File: src/rtl/fetch_unit.sv
// fetch_unit: program counter, instruction fetch with valid/ready hand-off to decode,
// execute-stage redirects and an optional CALL/RET return-address stack (FETCH_RAS_EN).
module fetch_unit #(
    parameter int PC_W      = 10,
    parameter int INSTR_W   = 9,
    parameter int RAS_DEPTH = 4
) (
    input  logic               clk,
    input  logic               reset,
    input  logic               start,
    input  logic [PC_W-1:0]    start_addr,
    output logic [PC_W-1:0]    imem_addr,
    input  logic [INSTR_W-1:0] imem_data,
    output logic [INSTR_W-1:0] instr_out,
    output logic [PC_W-1:0]    instr_pc,
    output logic               instr_valid,
    input  logic               instr_ready,
    input  logic               redirect,
    input  logic [1:0]         redirect_kind,
    input  logic [PC_W-1:0]    redirect_target,
    input  logic [PC_W-1:0]    redirect_link,
    output logic               halted,
    output logic               ras_err
);

    typedef enum logic [1:0] {IDLE, RUN, HALTED} state_t;

    state_t          state;
    logic [PC_W-1:0] pc;
    logic [PC_W-1:0] redirect_pc;
    logic            advance;
    logic            is_halt;

    assign imem_addr = pc;
    assign advance   = !instr_valid || instr_ready;
    // HALT is opcode 5'b1111x, so only the top four instruction bits matter.
    assign is_halt   = (imem_data[INSTR_W-1 -: 4] == 4'hF);

`ifdef FETCH_RAS_EN
    typedef enum logic [1:0] {
        KIND_JUMP = 2'b00,
        KIND_CALL = 2'b01,
        KIND_RET  = 2'b10,
        KIND_RSVD = 2'b11
    } kind_t;

    localparam int            SP_W     = $clog2(RAS_DEPTH);
    localparam logic [SP_W:0] RAS_FULL = (SP_W+1)'(RAS_DEPTH);

    logic [PC_W-1:0] ras_mem [RAS_DEPTH];
    logic [SP_W-1:0] sp;
    logic [SP_W:0]   count;
    kind_t           kind;
    logic            take_redirect;
    logic            do_push;
    logic            do_pop;
    logic            ras_empty;

    assign kind          = kind_t'(redirect_kind);
    assign take_redirect = redirect && (state != IDLE);
    assign do_push       = take_redirect && (kind == KIND_CALL);
    assign do_pop        = take_redirect && (kind == KIND_RET);
    assign ras_empty     = (count == '0);

    always_comb begin
        // NOTE: default assigned first so every path drives redirect_pc and no latch is inferred.
        redirect_pc = redirect_target;
        if (do_pop) begin
            redirect_pc = ras_empty ? '0 : ras_mem[sp - 1'b1];
        end
    end

    // NOTE: the stack storage is not reset; count alone decides which entries are live.
    always_ff @(posedge clk) begin
        if (do_push) begin
            ras_mem[sp] <= redirect_link;
        end
    end

    // sp points at the next free slot; a push when full lands on the oldest entry.
    always_ff @(posedge clk) begin
        if (reset) begin
            sp      <= '0;
            count   <= '0;
            ras_err <= 1'b0;
        end else if (do_push) begin
            sp <= sp + 1'b1;
            if (count == RAS_FULL) begin
                ras_err <= 1'b1;
            end else begin
                count <= count + 1'b1;
            end
        end else if (do_pop) begin
            if (ras_empty) begin
                ras_err <= 1'b1;
            end else begin
                sp    <= sp - 1'b1;
                count <= count - 1'b1;
            end
        end
    end
`else
    logic unused_ras_inputs;

    assign unused_ras_inputs = ^{redirect_kind, redirect_link};
    assign redirect_pc       = redirect_target;
    assign ras_err           = 1'b0;
`endif

    always_ff @(posedge clk) begin
        // NOTE: non-blocking assignments so every register updates from pre-edge values.
        if (reset) begin
            state       <= IDLE;
            pc          <= '0;
            instr_out   <= '0;
            instr_pc    <= '0;
            instr_valid <= 1'b0;
            halted      <= 1'b0;
        end else begin
            case (state)
                IDLE: begin
                    if (start) begin
                        pc    <= start_addr;
                        state <= RUN;
                    end
                end
                RUN: begin
                    if (redirect) begin
                        instr_valid <= 1'b0;
                        pc          <= redirect_pc;
                        state       <= RUN;
                        halted      <= 1'b0;
                    end else if (advance) begin
                        instr_out   <= imem_data;
                        instr_pc    <= pc;
                        instr_valid <= 1'b1;
                        if (is_halt) begin
                            state  <= HALTED;
                            halted <= 1'b1;
                        end else begin
                            pc <= pc + 1'b1;
                        end
                    end
                end
                HALTED: begin
                    if (redirect) begin
                        instr_valid <= 1'b0;
                        pc          <= redirect_pc;
                        state       <= RUN;
                        halted      <= 1'b0;
                    end else begin
                        // The HALT instruction stays offered until decode takes it.
                        if (instr_valid && instr_ready) begin
                            instr_valid <= 1'b0;
                        end
                        if (start) begin
                            pc     <= start_addr;
                            state  <= RUN;
                            halted <= 1'b0;
                        end
                    end
                end
                default: begin
                    state <= IDLE;
                end
            endcase
        end
    end

endmodule
File: config.mk
export PLATFORM = sky130hd
export DESIGN_NAME = fetch_unit
export DESIGN_NICKNAME = d
export VERILOG_FILES = /design/src/rtl/fetch_unit.sv
export SDC_FILE = /design/constraint.sdc
export NUM_CORES = 1
export LEC_CHECK = 0
export BUFFER_PORTS_ARGS = -buffer_cell sky130_fd_sc_hd__buf_2
export CAP_MARGIN = 20
export CORE_MARGIN = 1.5
export CORE_UTILIZATION = 50
export DETAILED_ROUTE_END_ITERATION = 16
export GPL_TIMING_DRIVEN = 0
export HOLD_SLACK_MARGIN = 0.1
export PLACE_DENSITY = 0.87
export SLEW_MARGIN = 20
export SYNTH_ARGS = -nofsm -noshare
export SYNTH_HDL_FRONTEND = slang
export SYNTH_SLANG_ARGS = --single-unit
File: constraint.sdc
create_clock -name clk -period 3.35 [get_ports clk]
set_clock_uncertainty 0.2 [all_clocks]
set_input_delay 0.1675 -clock clk [delete_from_list [all_inputs] [get_ports clk]]
set_output_delay 0.1675 -clock clk [all_outputs]
set_load 0.02 [all_outputs]
==> run metrics, run 1 <==
status=complete, no violations; Switch Pwr=307 uW; area delta synth->final=39.3%; reg2reg path depth=10; die width=63.1 um; CP Cell Sequence=inv_1 -> ha_1 -> or2_1 -> buf_6 -> and3_4 -> buf_6 -> a221oi_1 -> dlygate4sd3_1 -> o2bb2ai_1 -> dlygate4sd3_1; Post-Layout Cell Count=370; Internal=705 uW; Crit. path cell count=10; end point of the critical path=imem_addr[9]; CP Launch Point=state[1]; max-slew violations=0; CP top delay family=buffers and inverters; CTS Sinks=33; Tightest Pin Transition=0.565 ns; ANT cells=0; slowest stage delay, CP=0.60 ns; total wire length=5440 um; Leak=1.09 nW; number of H-tree levels=2; CTS tree=built; design area=2520 um^2; Critical-path top delay cell=dlygate4sd3_1; distinct cell type count after synthesis=47; crit start category=flip-flop; Post-route DRC=0; Ports=78; max capacitance violation total=0; Worst R2R End=imem_addr[9]; drt wl/cell=14.7 um; Placement Cell Area=2170 um^2; Vias=2,064; register area share after synthesis=36.6%; CTS max path bufs=2; critical path class=reg -> reg; first-pass GRT wire length=8890 um; worst hold path type=in -> reg; core region area=3390 um^2; mapped cell area=1810 um^2; antenna violations before repair=0; Syn Nets=280; root buffer cell=clkbuf_4; Post-synth EDFFs=0; Via density=5.58; CP Data Arrival Time=3.24 ns; element type at the critical path end=flip-flop; clock latency on the worst-skew pair=0.35 ns; crit path max fanout=7; setup bufs post-CTS=0; Max IR drop VDD=0.386 mV; final setup fails=0; RSZ-0062 raised after global routing=no; drt pass-1 iters=5; f_max=0.312 GHz; PD cells=402 nW/um^2; final net count=374; GR Util All Layers=28.5%; final core utilization=74.3%; GRT overflow=0; sequential share of power=43.7%; Clk pin slew, worst setup/hold paths=0.12 ns; vias in the first global route=2,055; Initial Util=53.3%; setup slack, reg-to-reg=0.14 ns; Pwr Total=1.01 mW; WHS=0.0796 ns; row cnt=21; post-layout minimum cycle time=3.21 ns; Die Area=3980 um^2; Post-Syn Area per Cell=7.89 um^2; r2r startpoint=state[1]; total CTS buffers=5; Starting DRT DRC Count=142; Final Cycle Share=95.7%; Critical path buffers and inverters=5; WP data required=3.39 ns; pre-CTS WS=1.19 ns; Clk pwr share=31.9%; Synth Register Bits=33; Setup Total Neg Slack=0 ns; fillers=251; Fin. Hold Viols=0; largest net degree at the start of global routing=11; Detailed Place HPWL=3550 um; Die H=63.1 um; Detail Route Antenna Nets=0; Rel. slew slack=62.3%; combinational share of power=24.4%; Synthesis Warnings=0; Post-Synthesis Cells=229; GPL Wtd Cong=0.843; placed cell count=337; share of cells above drive strength 1=27.8%; Final WS setup=0.144 ns; count of buffers from port buffering=62; switch share=30.3%; Top FF cell, synth=dfxtp_1; Post-synth ARST share=0%
-- Yosys cell counts, types with 4 or more instances --
cell | instances | area share, %
mux2i_1 | 4 | 2.2
nand2_1 | 42 | 8.7
a21oi_1 | 27 | 7.5
nand3_1 | 6 | 1.7
o21ai_0 | 15 | 4.2
inv_1 | 4 | 0.83
dfxtp_1 | 33 | 37
nand2b_1 | 4 | 1.4
buf_2 | 6 | 1.7
ha_1 | 5 | 3.5
clkbuf_1 | 4 | 0.83
nor2b_1 | 7 | 2.4
nor3_1 | 4 | 1.1
nor2_1 | 17 | 3.5
-- worst min-delay path, delay by kind of cell --
| family | cells | cell delay, ns |
|---|---|---|
| AOI/OAI and AO/OA | 1 | 0.06 |
| buffers and inverters | 1 | 0.07 |
| muxes | 1 | 0.13 |
| and+or+nand+nor | 1 | 0.16 |
-- placed cells by master, fill, tap and decap left out, types with 2 or more instances in the layout --
cell,Yosys,layout
buf_4,2,2
nand3_1,6,6
buf_2,6,68
o2bb2ai_1,3,3
nor3_1,4,4
a221oi_1,3,3
o21ai_0,15,15
ha_1,5,5
and3_1,3,3
o211ai_1,2,2
a21oi_1,27,27
nand2b_1,4,4
nor2b_1,7,6
clkbuf_4,0,5
a32oi_1,3,3
inv_1,4,4
dfxtp_1,33,33
a32o_1,2,2
nand4_1,3,3
a211oi_1,2,2
mux2i_1,4,4
mux2_2,3,3
buf_6,2,2
nand2_1,42,42
nor2_2,2,2
nor2_1,17,17
dlygate4sd3_1,0,25
clkbuf_1,4,5
-- power by group through the flow --
stage | combinational, mW | sequential (mW) | clock, mW
after floorplan | 0.118 | 0.470 | 0
after global placement | 0.207 | 0.449 | 0
after detailed placement | 0.212 | 0.450 | 0
after CTS | 0.240 | 0.441 | 0.319
after global routing | 0.269 | 0.445 | 0.345
final | 0.246 | 0.442 | 0.323
-- repair_timing --
item	4_1_cts	5_1_grt
gates resized for setup	0	2
endpoints found under the hold margin	18	0
setup endpoints to repair	0	1
hold buffers	25	0
-- worst min path at each step --
stage | start | endpoint | slack [ns] | cells after the start
finish | start_addr[2] | imem_addr[2] | 0.08 | 4
global route | start_addr[2] | imem_addr[2] | 0.13 | 4
CTS | start_addr[2] | imem_addr[2] | 0.10 | 4
detailed placement | imem_data[2] | instr_out[2] | 0.22 | 3
global placement | imem_data[2] | instr_out[2] | 0.21 | 3
floorplan | imem_data[0] | instr_out[0] | 0.10 | 2
-- cells by family (layout without fill, tap and decap cells) --
family	count (synthesis)	in the layout	share of synthesized area, %
AOI/OAI and AO/OA	70	70	25.4
muxes	7	7	4.09
adders and majority gates	5	5	3.46
buffers and inverters	18	113	5.40
and+or+nand+nor	93	93	23.9
xor gates and xnor gates	2	2	0.970
other	1	1	0.208
DFF	33	33	36.6
-- final cells by class --
cell class,count,area [um^2],area share (%)
tap,46,57.6,2.29
buffer,14,82.6,3.28
clock inverter,1,30.0,1.19
timing repair buffer,87,561,22.3
sequential,33,661,26.2
multi-input combinational,178,1060,41.9
clock buffer,7,55.1,2.19
inverter,4,15.0,0.596
-- metal layers --
metal / wire, um / track usage, % / vias to the layer above
li1: - / - / 1001
met1: 2180 / 32.8 / 947
met2: 2760 / 48.3 / 98
met3: 370 / 6.79 / 18
met4: 133 / 16.1 / 0
met5: 0 / 0 / -
-- sequential cells by signal, indices dropped and copies added, names as in the netlist --
signal       cells
instr_valid      1
imem_addr       10
instr_pc        10
halted           1
instr_out        9
state            2
No activity file was read; power rests on OpenSTA's default activity.
==> run 2, diff against run 1 <==
--- a/config.mk
+++ b/config.mk
@@ -12,7 +12,7 @@
 export DETAILED_ROUTE_END_ITERATION = 16
 export GPL_TIMING_DRIVEN = 0
 export HOLD_SLACK_MARGIN = 0.1
-export PLACE_DENSITY = 0.87
+export PLACE_DENSITY_LB_ADDON = 0.25
 export SLEW_MARGIN = 20
 export SYNTH_ARGS = -nofsm -noshare
 export SYNTH_HDL_FRONTEND = slang
==> run 2 against run 1 <==
Against the previous run: die area unchanged; combinational power barely moved; fmax grew 0.11%; critical path depth stayed put; power is 1.5% lower; largest cell class unchanged; cell count fell by 0.27%.
==> run metrics, run 2 (same netlist as run 1, synthesis figures left out) <==
area delta synth->final=38.8%; WP data required=3.37 ns; clock latency on the worst-skew pair=0.33 ns; row cnt=21; Rel. slew slack=60.1%; share of cells above drive strength 1=27.9%; WHS Endpoint=imem_addr[2]; fillers=268; pre-CTS WS=1.16 ns; drt wl/cell=14.0 um; Die Area=3980 um^2; Worst Hold Launch=start_addr[2]; Initial Util=53.3%; Die H=63.1 um; crit path max fanout=7; most frequent cells in the layout=buf_2 (68), nand2_1 (42), dfxtp_1 (33); CTS tree=built; Final Cycle Share=95.6%; Vias=2,017; Final WS setup=0.148 ns; Clk pin slew, worst setup/hold paths=0.11 ns; PD cells=397 nW/um^2; Detailed Place HPWL=3470 um; status=complete, no violations; critical path class=reg -> reg; Worst R2R End=imem_addr[9]; hold path depth=4; vias in the first global route=1,990; CP Data Arrival Time=3.22 ns; Setup Total Neg Slack=0 ns; max-slew violations=0; total CTS buffers=5; post-layout minimum cycle time=3.20 ns; CTS max path bufs=2; GPL Wtd Cong=0.839; first-pass GRT wire length=8680 um; setup bufs post-CTS=0; worst hold path type=in -> reg; commonest non-fill, non-tap cell in the layout=buf_2; crit start category=flip-flop; drt pass-1 iters=4; total wire length=5160 um; r2r startpoint=state[0]; Fin. Hold Viols=0; die width=63.1 um; CTS Sinks=33; reg2reg path depth=10; Leak=1.09 nW; element type at the critical path end=flip-flop; number of H-tree levels=2; final net count=373; antenna violations before repair=0; Via density=5.47; final setup fails=0; Max IR drop VDD=0.387 mV; core region area=3390 um^2; Detail Route Antenna Nets=0; max capacitance violation total=0; setup slack, reg-to-reg=0.15 ns; RSZ-0062 raised after global routing=no; ANT cells=0; Post-route DRC=0; largest net degree at the start of global routing=11; GR Util All Layers=27.3%; GRT overflow=0; Tightest Pin Transition=0.598 ns; Starting DRT DRC Count=118; placed cell count=337; Post-Layout Cell Count=369; Ports=78; root buffer cell=clkbuf_4; count of buffers from port buffering=62; f_max=0.312 GHz
run 2: cell types whose count changed in the layout (fill, tap and decap cells not counted):
| cell | previous run | this run |
|---|---|---|
| dlygate4sd3_1 | 25 | 24 |
run 2: how the worst max path moves through the flow:
stage / from / to / slack [ns]
6_report: state[0] / imem_addr[9] / 0.15
5_1_grt: state[0] / imem_addr[9] / 0.01
4_1_cts: state[1] / imem_addr[9] / 0.06
3_5_place_dp: state[1] / imem_addr[9] / 1.16
3_3_place_gp: state[1] / imem_addr[9] / 1.18
2_1_floorplan: state[0] / imem_addr[6] / 1.36
run 2: what timing repair did:
action | in CTS | in global routing
gates resized for setup | 0 | 2
hold buffers | 24 | 0
endpoints found under the hold margin | 18 | 0
setup endpoints to repair | 0 | 1
run 2: area by class of cell:
class                      count  area (um^2)  area share (%)
buffer                        14         82.6            3.29
clock buffer                   7         55.1            2.20
clock inverter                 1         30.0            1.20
inverter                       4         15.0           0.599
multi-input combinational    178         1060            42.1
sequential                    33          661            26.3
tap                           46         57.6            2.30
timing repair buffer          86          551            22.0
run 2: per-layer routing:
metal | vias up | track usage (%) | routed length (um)
li1 | 996 | - | -
met1 | 914 | 32.1 | 2200
met2 | 95 | 48.1 | 2550
met3 | 12 | 4.29 | 323
met4 | 0 | 12.8 | 82
met5 | - | 0 | 0
run 2: worst max-delay path, cell delays in order (launching register included):
cell and delay (ns):
dfxtp_1 0.40, inv_1 0.08, ha_1 0.26, or2_1 0.25, buf_6 0.14, and3_4 0.17
buf_6 0.13, a221oi_1 0.29, dlygate4sd3_1 0.59, o2bb2ai_1 0.05, dlygate4sd3_1 0.55
run 2: stage by stage:
| step | hold WS (ns) | area [um^2] | power, mW | utilization [%] |
|---|---|---|---|---|
| 4_1_cts | 0.102 | 2500 | 0.991 | 73.8 |
| 6_report | 0.106 | 2510 | 0.997 | 74.0 |
| 2_1_floorplan | 0.104 | 1810 | 0.588 | - |
| 3_3_place_gp | 0.209 | 2170 | 0.658 | 64.2 |
| 3_5_place_dp | 0.213 | 2170 | 0.662 | 64.2 |
| 5_1_grt | 0.160 | 2510 | 1.04 | 74.0 |
run 2: report_power, final:
group | switching, mW | total (mW) | internal (mW)
registers | 0.0273 | 0.442 | 0.415
logic | 0.133 | 0.243 | 0.110
clock network | 0.133 | 0.311 | 0.178
total | 0.294 | 0.997 | 0.703
==> run 3, diff against run 2 <==
--- a/config.mk
+++ b/config.mk
@@ -13,6 +13,7 @@
 export GPL_TIMING_DRIVEN = 0
 export HOLD_SLACK_MARGIN = 0.1
 export PLACE_DENSITY_LB_ADDON = 0.25
+export RECOVER_POWER = 25
 export SLEW_MARGIN = 20
 export SYNTH_ARGS = -nofsm -noshare
 export SYNTH_HDL_FRONTEND = slang
==> run 3 against run 2 <==
Against the previous run: clock-buffer cell count unchanged; register-to-register slack barely moved; worst setup slack lost 0.00082 ns; critical endpoint unchanged.
==> run metrics, run 3 (same netlist as run 1, synthesis figures left out) <==
CTS Sinks=33; final core utilization=73.4%; Fin. Hold Viols=0; count of buffers from port buffering=62; final setup fails=0; Placement Cell Area=2170 um^2; Clk pwr share=31.1%; commonest non-fill, non-tap cell in the layout=buf_2; Switch Pwr=291 uW; Setup Total Neg Slack=0 ns; GRT overflow=0; ANT cells=0; CTS tree=built; first-pass GRT wire length=8680 um; drt wl/cell=13.9 um; critical path class=reg -> reg; combinational share of power=24.3%; Rel. slew slack=60.1%; most frequent cells in the layout=buf_2 (52), nand2_1 (42), dfxtp_1 (33); root buffer cell=clkbuf_4; status=complete, no violations; f_max=0.312 GHz; drt pass-1 iters=4; total wire length=5140 um; GR Util All Layers=27.3%; max capacitance violation total=0; Clk pin slew, worst setup/hold paths=0.10 ns; WP data required=3.37 ns; Worst R2R End=imem_addr[9]; switch share=29.4%; Detail Route Antenna Nets=0; r2r startpoint=state[0]; Starting DRT DRC Count=105; largest net degree at the start of global routing=11; Max IR drop VDD=0.376 mV; die width=63.1 um; design area=2490 um^2; Internal=701 uW; WHS Endpoint=imem_addr[6]; area delta synth->final=37.7%; row cnt=21; placed cell count=337; crit start category=flip-flop; total CTS buffers=5; CTS max path bufs=2; antenna violations before repair=0; hold path depth=5; GPL Wtd Cong=0.839; Initial Util=53.3%; setup bufs post-CTS=0; Post-Layout Cell Count=369; Die Area=3980 um^2; crit path max fanout=7; share of cells above drive strength 1=22.9%; Ports=78; PD cells=399 nW/um^2; vias in the first global route=1,990; setup slack, reg-to-reg=0.15 ns; RSZ-0062 raised after global routing=no; Detailed Place HPWL=3470 um; number of H-tree levels=2; reg2reg path depth=10; CP Data Arrival Time=3.22 ns; clock latency on the worst-skew pair=0.32 ns; fillers=279; CP Launch Point=state[0]; Leak=1.02 nW; worst hold path type=in -> reg; Die H=63.1 um; Via density=5.41; Tightest Pin Transition=0.598 ns; max-slew violations=0; post-layout minimum cycle time=3.20 ns; Vias=1,997; element type at the critical path end=flip-flop; core region area=3390 um^2; Post-route DRC=0; final net count=373; sequential share of power=44.6%; Worst Hold Launch=start_addr[6]; Final Cycle Share=95.6%
-- run 3: changes by cell type in the layout (fill, tap and decap cells not counted) --
| cell | before | now |
|---|---|---|
| clkbuf_1 | 5 | 21 |
| buf_2 | 68 | 52 |
-- run 3: critical path, cell delays in order, from the launching register on --
cell           delay (ns)
dfxtp_1              0.40
inv_1                0.08
ha_1                 0.25
or2_1                0.25
buf_6                0.14
and3_4               0.17
buf_6                0.13
a221oi_1             0.29
dlygate4sd3_1        0.59
o2bb2ai_1            0.05
dlygate4sd3_1        0.55
-- run 3: how the worst max path moves through the flow --
stage | to | slack, ns | cells after the start
global placement | imem_addr[9] | 1.18 | 7
CTS | imem_addr[9] | 0.06 | 9
finish | imem_addr[9] | 0.15 | 10
detailed placement | imem_addr[9] | 1.16 | 7
global route | imem_addr[9] | 0.01 | 10
floorplan | imem_addr[6] | 1.36 | 9
-- run 3: stage by stage --
stage               hold WS [ns]  setup slack (ns)  power (mW)
global route               0.160            0.0143        1.04
finish                     0.106             0.147       0.992
global placement           0.209              1.18       0.658
detailed placement         0.213              1.16       0.662
floorplan                  0.104              1.36       0.588
CTS                        0.102            0.0625       0.991
-- run 3: power by group through the flow --
stage                     clock network, mW  logic (mW)  registers (mW)
final                                 0.309       0.241           0.442
after global routing                  0.331       0.266           0.446
after CTS                             0.311       0.239           0.441
after detailed placement                  0       0.212           0.450
after global placement                    0       0.209           0.449
after floorplan                           0       0.118           0.470
-- run 3: what timing repair did --
item / in CTS / in global routing
hold buffers: 24 / 0
resized for setup: 0 / 2
endpoints found under the hold margin: 18 / 0
setup endpoints to repair: 0 / 1
-- run 3: final cells by class --
type	instances	area, um^2	area share (%)
clock inverter	1	30.0	1.21
timing repair buffer	86	531	21.3
tap	46	57.6	2.31
inverter	4	15.0	0.604
buffer	14	82.6	3.32
sequential	33	661	26.6
multi-input combinational	178	1060	42.5
clock buffer	7	55.1	2.21
-- run 3: routing by layer --
metal | vias up | GRT usage, % | routed length (um)
met4 | 0 | 12.8 | 108
met5 | - | 0 | 0
met2 | 83 | 48.1 | 2530
met1 | 903 | 32.1 | 2210
met3 | 15 | 4.29 | 295
li1 | 996 | - | -
